$ cat src/rtl/hamming_display_scan_pkg.sv
// hamming_display_scan_pkg: shared segment constants and digit-scan encoding
package hamming_display_scan_pkg;
  localparam int DIG_COUNT = 4;
  localparam logic [6:0] SEG_BLANK = 7'h00;
  localparam logic [6:0] SEG_DASH = 7'h40;
  localparam logic [6:0] SEG_E = 7'h79;
  // Scan position counts up from zero, so the reset value selects the leftmost digit first
  typedef enum logic [1:0] {DIG_D3, DIG_D2, DIG_D1, DIG_D0} dig_t;
  function automatic logic [1:0] dig_num(dig_t d);
    return 2'd3 - d;
  endfunction
endpackage

$ cat src/rtl/hamming_display_scan_if.sv
// hamming_display_scan_if: capture inputs and display drive outputs
interface hamming_display_scan_if;
  logic load;
  logic [3:0] data_in;
  logic [2:0] syndrome;
  logic [6:0] segments;
  logic [3:0] anodes;
  logic err_led;
  modport master(output load, data_in, syndrome, input segments, anodes, err_led);
  modport slave(input load, data_in, syndrome, output segments, anodes, err_led);
endinterface

$ cat src/rtl/hamming_display_scan_hex_to_7seg.sv
// hex_to_7seg: nibble to active-high g..a segment pattern
module hex_to_7seg (
  input  logic [3:0] nib,
  output logic [6:0] seg
);
  localparam logic [6:0] FONT [16] = '{
    7'h3F, 7'h06, 7'h5B, 7'h4F, 7'h66, 7'h6D, 7'h7D, 7'h07,
    7'h7F, 7'h6F, 7'h77, 7'h7C, 7'h39, 7'h5E, 7'h79, 7'h71
  };
  assign seg = FONT[nib];
endmodule

$ cat src/rtl/hamming_display_scan.sv
// hamming_display_scan: captures corrector output and scans it onto a 4-digit 7-segment display
module hamming_display_scan
  import hamming_display_scan_pkg::*;
#(
  parameter int SCAN_DIV = 6750,
  parameter int BLINK_SCANS = 1024,
  parameter bit ACTIVE_LOW = 1'b1
) (
  input logic clk,
  input logic rst,
  hamming_display_scan_if.slave bus
);
  localparam int DW = $clog2(SCAN_DIV);
  localparam int BW = BLINK_SCANS > 1 ? $clog2(BLINK_SCANS) : 1;
  localparam logic [6:0] SEG_OFF = ACTIVE_LOW ? 7'h7F : 7'h00;
  localparam logic [3:0] AN_OFF = ACTIVE_LOW ? 4'hF : 4'h0;
  logic [3:0] data_q, err_cnt, nib, an_on;
  logic [2:0] syn_q;
  logic [DW-1:0] div;
  logic [BW-1:0] blink_cnt;
  logic blink, tick, blink_wrap;
  dig_t dig;
  logic [6:0] hex_seg, seg_on;
  assign tick = div == DW'(SCAN_DIV - 1);
  assign blink_wrap = blink_cnt == BW'(BLINK_SCANS - 1);
  assign nib = dig == DIG_D0 ? data_q : dig == DIG_D1 ? {1'b0, syn_q} : err_cnt;
  hex_to_7seg u_font (.nib(nib), .seg(hex_seg));
  assign seg_on = (dig == DIG_D0 || dig == DIG_D3) ? hex_seg
                : dig == DIG_D2 ? (syn_q != 3'd0 ? SEG_E : SEG_BLANK)
                : syn_q == 3'd0 ? SEG_DASH
                : blink ? SEG_BLANK : hex_seg;
  // Slot zero of every digit is dead time so the previous digit's segments never ghost
  assign an_on = div == '0 ? 4'b0000 : 4'b0001 << dig_num(dig);
  // Scan/blink counters, capture registers and saturating error count
  always_ff @(posedge clk) begin
    if (rst) begin
      div <= '0;
      dig <= DIG_D3;
      blink_cnt <= '0;
      blink <= 1'b0;
      data_q <= '0;
      syn_q <= '0;
      err_cnt <= '0;
    end else begin
      div <= tick ? '0 : div + 1'b1;
      if (tick) begin
        dig <= dig_t'(dig + 2'd1);
        blink_cnt <= blink_wrap ? '0 : blink_cnt + 1'b1;
        blink <= blink ^ blink_wrap;
      end
      if (bus.load) begin
        data_q <= bus.data_in;
        syn_q <= bus.syndrome;
        if (bus.syndrome != 3'd0 && err_cnt != 4'hF) err_cnt <= err_cnt + 1'b1;
      end
    end
  end
  // Registered display drive with polarity applied
  always_ff @(posedge clk) begin
    if (rst) begin
      bus.segments <= SEG_OFF;
      bus.anodes <= AN_OFF;
      bus.err_led <= 1'b0;
    end else begin
      bus.segments <= ACTIVE_LOW ? ~seg_on : seg_on;
      bus.anodes <= ACTIVE_LOW ? ~an_on : an_on;
      bus.err_led <= syn_q != 3'd0;
    end
  end
endmodule
$ cat src/flat_wrapper.sv
// flat-port wrapper written by rule: the top's interface ports become plain ports
module hamming_display_scan_flat import hamming_display_scan_pkg::*;
#(
  parameter int SCAN_DIV = 6750,
  parameter int BLINK_SCANS = 1024,
  parameter bit ACTIVE_LOW = 1'b1
)
  (clk, rst, bus_load, bus_data_in, bus_syndrome, bus_segments, bus_anodes, bus_err_led);
  hamming_display_scan_if bus_i ();
  input logic clk;
  input logic rst;
  input wire logic [$bits(bus_i.load)-1:0] bus_load;
  input wire logic [$bits(bus_i.data_in)-1:0] bus_data_in;
  input wire logic [$bits(bus_i.syndrome)-1:0] bus_syndrome;
  output wire logic [$bits(bus_i.segments)-1:0] bus_segments;
  output wire logic [$bits(bus_i.anodes)-1:0] bus_anodes;
  output wire logic [$bits(bus_i.err_led)-1:0] bus_err_led;
  assign bus_i.load = bus_load;
  assign bus_i.data_in = bus_data_in;
  assign bus_i.syndrome = bus_syndrome;
  assign bus_segments = bus_i.segments;
  assign bus_anodes = bus_i.anodes;
  assign bus_err_led = bus_i.err_led;
  hamming_display_scan #(.SCAN_DIV(SCAN_DIV), .BLINK_SCANS(BLINK_SCANS), .ACTIVE_LOW(ACTIVE_LOW)) u_core (.clk(clk), .rst(rst), .bus(bus_i));
endmodule
$ cat config.mk
export PLATFORM = sky130hd
export DESIGN_NAME = hamming_display_scan_flat
export DESIGN_NICKNAME = d
export VERILOG_FILES = /design/src/rtl/hamming_display_scan_pkg.sv /design/src/rtl/hamming_display_scan_if.sv /design/src/rtl/hamming_display_scan_hex_to_7seg.sv /design/src/rtl/hamming_display_scan.sv /design/src/flat_wrapper.sv
export SDC_FILE = /design/constraint.sdc
export NUM_CORES = 1
export LEC_CHECK = 0
export CAP_MARGIN = 15
export CORE_ASPECT_RATIO = 0.75
export CORE_MARGIN = 2
export CORE_UTILIZATION = 44
export CTS_CLUSTER_DIAMETER = 30
export DETAILED_ROUTE_END_ITERATION = 8
export SETUP_SLACK_MARGIN = 0.1
export SLEW_MARGIN = 30
export SYNTH_ARGS = -nofsm -noshare
export SYNTH_HDL_FRONTEND = slang
export SYNTH_SLANG_ARGS = --single-unit
$ cat constraint.sdc
create_clock -name clk -period 4.1 [get_ports clk]
set_input_delay 0.41 -clock clk [delete_from_list [all_inputs] [get_ports clk]]
set_output_delay 0.41 -clock clk [all_outputs]
set_load 0.005 [all_outputs]
==> run_results.csv, run 1 <==
group,metric,value,unit
status,status,"finished, final reports clean",
drt,wl_per_cell,14.2,µm
pwr,pwr_density_cell,310,nW/µm²
place,place_ws,1.32,ns
final_layout,area_delta_synth_final,14.4,%
drt,drc,0,
final_layout,finalNetCount,334,
logic_synthesis,ys_seq_elements,49,
sta,fmax,0.359,GHz
worst_setup_path,worstRegToRegCells,10,
logic_synthesis,yosysUniqueCellTypes,50,
drt,ant_nets,0,
global_routing,grt_start_max_net_pins,18,
clock_network,clkTransAtPathRegs,0.08,ns
place,gp_congestion,0.949,
pwr,ir_worst_vdd,178,µV
final_layout,drive_gt1_share,5.21,%
worst_setup_path,start_kind,"flop",
sta,layout_setup_ws,1.31,ns
worst_setup_path,worstPathMaxFanout,6,
sta,period_needed,2.79,ns
drt,via_per_inst,5.59,
die,start_util,46.3,%
clock_network,post_cts_buffers,0,
sta,max-slew-margin-rel,55.3,%
logic_synthesis,synth_edf_count,0,
logic_synthesis,synth-async-reset-ratio,0,%
sta,rsz0062_at_grt,"no",
place,io_buffer_count,21,
clock_network,clk_latency,0.29,ns
run,cap_violations,0,
sta,min_period_over_period,68.0,%
worst_setup_path,arrival,2.95,ns
worst_setup_path,crit_type,"reg2reg",
clock_network,cts.htree.levels,2,
clock_network,cts_buffer_depth,2,
clock_network,clock-sinks,49,
sta,finalClockSkew,0.00296,ns
drt,drt_iter0_drc,108,
drt,route.met3.wl,342,µm
clock_network,cts_buffers,5,
logic_synthesis,avgSynthCellArea,8.78,µm²
drt,m1WireLength,2840,µm
hold_path,hold_class,"reg2reg",
logic_synthesis,yosys_warnings,0,
worst_setup_path,cp_data_required_time,4.27,ns
final_layout,final_common_cell,"dfxtp_1",
die,fp-row-count,23,
sta,finalMaxSlewViolations,0,
pwr,leakage,1.09,nW
die,die_w,91.4,µm
drt,dr.pass1.iters,4,
drt,wl_met2,2170,µm
final_layout,stdcell_count,382,
clock_network,clockRootBuffer,"clkbuf_8",
drt,routed_wl,5410,µm
global_routing,grt_pass1_wl,9240,µm
clock_network,cts_hold_buf,0,
sta,setup_violations,0,
place,placed_cells,375,
pwr,totalPowerFinal,0.894,mW
die,dieHeight,69.5,µm
sta,tightest_slew,0.667,ns
final_layout,fillCellCount,522,
global_routing,grt_overflow,0,
place,hpwlAfterDp,4020,µm
clock_network,post_cts_resized,0,
logic_synthesis,synthesis.nets,314,
logic_synthesis,synth-seq-area-share,38.9,%
sta,setup_tns,0,ns
global_routing,grt_usage,17.8,%
logic_synthesis,synth_flop_cell,"dfxtp_1",
die,die-area,6350,µm²
global_routing,grt_pass1_vias,1883,
final_layout,post-route-util,53.0,%
logic_synthesis,syn_area,2520,µm²
die,ioPinCount,22,
hold_path,hold_path_depth,2,
global_routing,antenna_found_initial,0,
sta,finalHoldViolCount,0,
clock_network,tritoncts,"done",
final_layout,diodes,0,
logic_synthesis,syn_inst,287,
worst_setup_path,cp-end-kind,"flop",
die,fp.coreArea,5440,µm²
drt,num_vias,2135,
final_layout,layout_common_cells,"49 x dfxtp_1, 28 x nor2_1, 21 x nand2_1, 21 x clkdlybuf4s50_1, 18 x inv_1",
drt,highest_layer,"met4",
## state kept, by name (all words and copies together) (netlist names)
signal,cells
u_core.bus.err_led,1
u_core.bus.anodes,4
u_core.bus.segments,7
u_core.blink,1
u_core.syn_q,3
u_core.err_cnt,4
u_core.data_q,4
u_core.blink_cnt,10
u_core.div,13
u_core.dig,2
## cells in the mapped netlist (4+ instances only)
library cell | n | area share [%]
nand4_1 | 7 | 1.7
nand3_1 | 15 | 3.0
xor2_1 | 9 | 3.1
o21ai_0 | 9 | 1.8
nand3b_1 | 4 | 1.2
xnor2_1 | 9 | 3.1
clkbuf_1 | 6 | 0.89
mux2i_1 | 12 | 4.8
nor3_1 | 5 | 0.99
ha_1 | 17 | 8.4
or3_1 | 7 | 1.7
dfxtp_1 | 49 | 39
inv_1 | 18 | 2.7
a21oi_1 | 14 | 2.8
nand2_1 | 21 | 3.1
and3_1 | 5 | 1.2
nor4_1 | 6 | 1.5
nor2_1 | 28 | 4.2
## routing by layer
metal / global-route usage [%] / up-vias
met3: 4.02 / 6
met1: 28.1 / 996
met2: 23.8 / 67
met4: 5.05 / 0
met5: 0 / -
li1: - / 1066
## final cells by class
type                       count  area (µm²)  area share (%)
multi-input combinational    211        1440            49.8
sequential                    49         981            34.0
timing repair buffer          22         218            7.55
inverter                      18        67.6            2.34
tap                           75        93.8            3.26
clock buffer                   7        86.3            2.99
## cells by family (layout without fill, tap and decap cells)
family / Yosys count / after routing / share of synthesized area, %
muxes: 15 / 15 / 6.11
buffers and inverters: 27 / 47 / 4.07
DFF: 49 / 49 / 38.9
adders and majority gates: 17 / 17 / 8.44
AOI/OAI and AO/OA: 46 / 46 / 12.3
and+or+nand+nor: 115 / 115 / 23.9
xor gates and xnor gates: 18 / 18 / 6.26
## worst max-delay path, stage by stage (launching register included)
cell,delay [ns]
dfxtp_1,0.36
inv_1,0.12
ha_1,0.29
mux2_2,0.38
mux2i_1,0.41
inv_1,0.17
ha_1,0.26
and4b_1,0.19
a41oi_1,0.21
o311a_1,0.20
o211ai_1,0.08
## power by group
group | internal [mW] | total (mW) | switching, mW
combinational | 0.0530 | 0.104 | 0.0508
clock | 0.134 | 0.279 | 0.145
sequential | 0.494 | 0.511 | 0.0163
total | 0.681 | 0.894 | 0.212
## per-stage QoR
stage	hold slack, ns	cell area [µm²]
2_1_floorplan	0.460	2520
3_3_place_gp	0.485	2800
3_5_place_dp	0.491	2800
4_1_cts	0.507	2880
5_1_grt	0.515	2880
6_report	0.503	2880
## worst paths after layout
path                            endpoint  slack (ns)                 from
setup / recovery  u_core.bus.segments[0]        1.31        u_core.dig[0]
hold / removal       u_core.blink_cnt[4]        0.50  u_core.blink_cnt[4]
setup reg to reg  u_core.bus.segments[0]        1.31        u_core.dig[0]
hold reg to reg      u_core.blink_cnt[4]        0.50  u_core.blink_cnt[4]
Note: power is estimated with default switching activity, not from simulation.
==> run 2, diff against run 1 <==
Clock period 4.1 ns to 2.7 ns, I/O delays scaled along.
==> run 2 against run 1 <==
  * Largest cell class unchanged
  * Sequential share of layout area decreased by 0.55 points
  * Die area unchanged
  * Critical path type unchanged
  * First-iteration DRC count increased by 12%
  * Cell area increased by 1.6%
  * Non-clock buffer count increased by 5
  * Via count decreased by 4.0%
  * Largest power group unchanged
==> run_results.csv, run 2 (synthesis gave the netlist of run 1 again) <==
group,metric,value,unit
clock_network,cts_buffers,5,
global_routing,antenna_found_initial,0,
worst_setup_path,cp-end-kind,"flop",
final_layout,largest_register_ffs,13,
clock_network,clkTransAtPathRegs,0.08,ns
final_layout,top_regs,"u_core.div: 13 flops, u_core.blink_cnt: 10 flops, u_core.bus.segments: 7 flops",
final_layout,post-route-util,53.9,%
drt,drt_iter0_drc,121,
worst_setup_path,endpoint,"u_core.bus.segments[0]",
pwr,seqPwrFrac,57.4,%
worst_setup_path,arrival,2.65,ns
final_layout,drive_gt1_share,7.99,%
place,hpwlAfterDp,3930,µm
pwr,ir_worst_vdd,201,µV
sta,finalClockSkew,0.00932,ns
global_routing,grt_pass1_vias,1799,
sta,finalHoldViolCount,0,
final_layout,largest_register,"u_core.div",
worst_setup_path,start_kind,"flop",
pwr,power_switching,0.339,mW
die,start_util,46.3,%
final_layout,finalNetCount,339,
worst_setup_path,worstRegToRegCells,10,
sta,tightest_slew,0.653,ns
worst_setup_path,timing.rr.end,"u_core.bus.segments[0]",
worst_setup_path,r2r_slack,0.23,ns
sta,finalMaxSlewViolations,0,
place,gp_congestion,0.919,
global_routing,grt_usage,17.8,%
global_routing,grt_overflow,0,
global_routing,grt_start_max_net_pins,19,
sta,fmax,0.405,GHz
sta,period_needed,2.47,ns
worst_setup_path,slowest_delay,0.37,ns
worst_setup_path,crit_buf_inv,2,
final_layout,area_delta_synth_final,16.3,%
worst_setup_path,cp_top_family,"multiplexers",
drt,ant_nets,0,
final_layout,diodes,0,
global_routing,grt_pass1_wl,9190,µm
drt,wl_per_cell,13.7,µm
sta,min_period_over_period,91.5,%
sta,max-slew-margin-rel,56.3,%
pwr,totalPowerFinal,1.35,mW
clock_network,tritoncts,"done",
final_layout,stdcell_count,388,
clock_network,clock-sinks,49,
pwr,internal-power,1.01,mW
final_layout,multi_input_area,1450,µm²
worst_setup_path,r2r_start,"u_core.dig[0]",
clock_network,clk_latency,0.30,ns
worst_setup_path,crit_type,"reg2reg",
drt,num_vias,2050,
pwr,clkPwrFrac,30.9,%
pwr,switching_share,25.0,%
final_layout,final_common_cell,"dfxtp_1",
drt,via_per_inst,5.28,
clock_network,clockRootBuffer,"clkbuf_8",
clock_network,cts_buffer_depth,2,
worst_setup_path,cpMaxStageDelayCell,"mux2_2",
pwr,leakage,1.11,nW
final_layout,layout.area.seq,981,µm²
run,cap_violations,0,
place,io_buffer_count,21,
worst_setup_path,startpoint,"u_core.dig[0]",
drt,routed_wl,5320,µm
worst_setup_path,cpMostUsedCell,"inv_1",
die,die_w,91.4,µm
pwr,pwr_density_cell,462,nW/µm²
die,fp-row-count,23,
worst_setup_path,cp_num_cells,10,
sta,rsz0062_at_grt,"no",
clock_network,cts.htree.levels,2,
worst_setup_path,path_cells,"inv_1 -> ha_2 -> mux2_2 -> mux2i_1 -> inv_1 -> ha_1 -> and4b_1 -> a41oi_2 -> o311a_1 -> o211ai_1",
worst_setup_path,worstPathMaxFanout,6,
die,ioPinCount,22,
pwr,combPwrFrac,11.7,%
hold_path,hold_path_depth,2,
hold_path,hold_class,"reg2reg",
drt,drc,0,
sta,setup_violations,0,
sta,setup_tns,0,ns
place,placed_cells,380,
final_layout,layout_common_cells,"49 x dfxtp_1, 28 x nor2_1, 21 x nand2_1, 21 x clkdlybuf4s50_1, 18 x inv_1",
worst_setup_path,cp_data_required_time,2.88,ns
status,status,"finished, final reports clean",
final_layout,fillCellCount,513,
die,die-area,6350,µm²
die,dieHeight,69.5,µm
die,fp.coreArea,5440,µm²
drt,dr.pass1.iters,4,
-- run 2: power groups by stage --
| stage | registers [mW] | logic, mW | clock network [mW] |
|---|---|---|---|
| after CTS | 0.776 | 0.159 | 0.442 |
| after global placement | 0.793 | 0.159 | 0 |
| after floorplan | 0.786 | 0.0927 | 0 |
| after detailed placement | 0.793 | 0.159 | 0 |
| final | 0.776 | 0.158 | 0.418 |
| after global routing | 0.782 | 0.178 | 0.470 |
-- run 2: final cells by class --
cell class,instances,area share (%)
Multi-Input combinational cell,211,49.4
Tap cell,75,3.20
Sequential cell,49,33.5
Inverter,18,2.31
Clock buffer,5,2.35
Timing Repair Buffer,27,8.71
Clock inverter,3,0.598
-- run 2: worst min-delay path, cell delays in order (launching register included) --
cell and delay (ns):
dfxtp_1 0.34, nand2_1 0.06, a31oi_1 0.06
-- run 2: worst min-delay path by stage --
stage          slack [ns]                endpoint           startpoint
6_report             0.51     u_core.blink_cnt[5]  u_core.blink_cnt[5]
5_1_grt              0.53     u_core.blink_cnt[8]  u_core.blink_cnt[8]
4_1_cts              0.51     u_core.blink_cnt[8]  u_core.blink_cnt[8]
3_5_place_dp         0.50     u_core.blink_cnt[8]  u_core.blink_cnt[8]
3_3_place_gp         0.49     u_core.blink_cnt[4]  u_core.blink_cnt[4]
2_1_floorplan        0.41  u_core.bus.segments[0]                  rst
-- run 2: timing repair --
item / in CTS / in global routing
endpoints found under the hold margin: 0 / 0
buffers inserted: 0 / 0
resized for setup: 0 / 2
hold buffers: 0 / 0
endpoints found under the setup margin: 0 / 3
-- run 2: metrics by stage --
step | hold slack [ns] | cell area, µm² | worst slack, ns
2_1_floorplan | 0.414 | 2520 | 0.273
3_3_place_gp | 0.488 | 2830 | 0.322
3_5_place_dp | 0.496 | 2830 | 0.247
4_1_cts | 0.512 | 2920 | 0.213
5_1_grt | 0.529 | 2930 | 0.0917
6_report | 0.510 | 2930 | 0.228
-- run 2: routing by layer --
| metal | track usage [%] | part of all wire, % |
|---|---|---|
| met5 | 0 | 0 |
| met4 | 4.55 | 0.83 |
| met2 | 22.7 | 39 |
| met3 | 3.70 | 3.9 |
| met1 | 29.3 | 56 |
==> patch (flow settings as in run 2) <==
`ACTIVE_LOW` is set to 1'b1 in 2 places; all go to 1'b0.
--- a/src/rtl/hamming_display_scan.sv
+++ b/src/rtl/hamming_display_scan.sv
@@ -4,7 +4,7 @@
 #(
   parameter int SCAN_DIV = 6750,
   parameter int BLINK_SCANS = 1024,
-  parameter bit ACTIVE_LOW = 1'b1
+  parameter bit ACTIVE_LOW = 1'b0
 ) (
   input logic clk,
   input logic rst,
--- a/src/flat_wrapper.sv
+++ b/src/flat_wrapper.sv
@@ -3,7 +3,7 @@
 #(
   parameter int SCAN_DIV = 6750,
   parameter int BLINK_SCANS = 1024,
-  parameter bit ACTIVE_LOW = 1'b1
+  parameter bit ACTIVE_LOW = 1'b0
 )
   (clk, rst, bus_load, bus_data_in, bus_syndrome, bus_segments, bus_anodes, bus_err_led);
   hamming_display_scan_if bus_i ();
Check against the original RTL: not equivalent (Yosys sat finds a counterexample within 4 cycles, from zero or initial values and one cycle with rst high).
==> patch against run 2 <==
- wire length shrank 10%
- final area shrank 3.2%
- critical path type unchanged
- synthesized area shrank 3.2%
- critical endpoint is now u_core.bus.segments[0]$_SDFF_PP0_
- largest power group unchanged
- sequential power shrank 0.8%
- sequential share of layout area grew 1.1 points
- via count shrank 2.9%
- hold slack lost 30 ps
- clock power grew 18%
- total power grew 4.9%
- critical path depth is the same
- worst setup slack gained 260 ps
- sequential cell count is the same
==> patch: results (changes against run 2) <==
Met1 WL = 2730 microns (-8.8%)
GPL Wtd Cong = 0.849 (-7.5%)
Syn Area/Cell = 8.71 sq um (-0.76%)
Wire per inst = 12.7 microns (-7.4%)
Commonest cells post-synth = dfxtp_1, nor2_1, nand3_1, ha_1, nand2_1
Met3 Track Usage GR = 0.0359 (-0.00109)
Placed instance area = 2730 sq um (-3.5%)
Via/cell ratio = 5.28 (about the same)
Synth area leaders = dfxtp_1, ha_1, nor2_1
Met2 wire length = 1780 microns (-14%)
Pre-CTS setup slack = 501 ps (+253 ps)
Number of global-route vias before repair = 1,687 (-6.2%)
Starting DRT DRC Count = 126 (+4.1%)
Global Route Usage Sum = 0.162 (-0.0157)
CP Data Arrival Time = 2420 ps (-230 ps)
Syn nets = 305 (-2.9%)
Layout cell share with drive strength beyond 1 = 0.0563 (-0.0236)
Pleak = 0.00104 uW (-6.9%)
Met3 WL = 245 microns (+18%)
Non-Filler Instances = 377 (-2.8%)
Dpl cells = 370 (-2.6%)
Crit path max fanout = 5 (-1)
Antenna diodes = 0 (unchanged)
Delay of the slowest critical-path stage = 340 ps (-30 ps)
Sequential share of the synthesized area = 0.402 (+0.0128)
Outcome = finished, final reports clean
VDD IR-drop max = 0.000315 V (+56%)
Global-route track usage on met1 = 0.247 (-0.0457)
Synth cell types = 41 (-18%)
Post-DP HPWL = 3650 microns (-7.3%)
Worst Skew = 9.74 ps (+0.420 ps)
First-pass GRT wire length = 8060 microns (-12%)
[patch: power by group]
part | internal [uW] | total, uW | switching, uW | leakage [uW]
registers | 751 | 770 | 18.4 | 0.000400
clock network | 269 | 494 | 225 | 0.0000540
logic | 82.9 | 155 | 72.5 | 0.000584
[patch: cells by family (layout without fill, tap and decap cells)]
group,Yosys count,count (layout),synth area share
AO/OA/AOI/OAI,44,44,0.116
XOR/XNOR,20,20,0.0718
adder cells (fa/ha/maj),15,15,0.0769
buffers and inverters,22,44,0.0349
flip-flops,49,49,0.402
multiplexers,14,14,0.0585
AND/OR/NAND/NOR,116,116,0.239
[patch: layout make-up]
| class | count | area, sq um | area share |
|---|---|---|---|
| flip-flops and latches | 49 | 981 | 0.346 |
| clock buffers | 5 | 68.8 | 0.0243 |
| well taps | 75 | 93.8 | 0.0331 |
| multi-input cells | 209 | 1370 | 0.484 |
| repair buffers | 25 | 240 | 0.0847 |
| clock inverters | 2 | 35.0 | 0.0123 |
| inverters | 12 | 45.0 | 0.0159 |
[patch: final timing paths]
kind / startpoint / endpoint / slack, ps
setup / recovery: u_core.dig[0]$_SDFFE_PP0P_ / u_core.bus.segments[0]$_SDFF_PP0_ / 480
hold / removal: u_core.blink_cnt[6]$_SDFFE_PP0P_ / u_core.blink_cnt[6]$_SDFFE_PP0P_ / 480
setup reg to reg: u_core.dig[0]$_SDFFE_PP0P_ / u_core.bus.segments[0]$_SDFF_PP0_ / 480
hold reg to reg: u_core.blink_cnt[6]$_SDFFE_PP0P_ / u_core.blink_cnt[6]$_SDFFE_PP0P_ / 480
[patch: critical path, delay by kind of cell, from the launching register on]
family                     cells  cell delay, ps
AOI/OAI and AO/OA              3             510
adders and majority gates      2             490
buffers and inverters          2             300
DFF                            1             340
muxes                          2             340
and+or+nand+nor                1             140
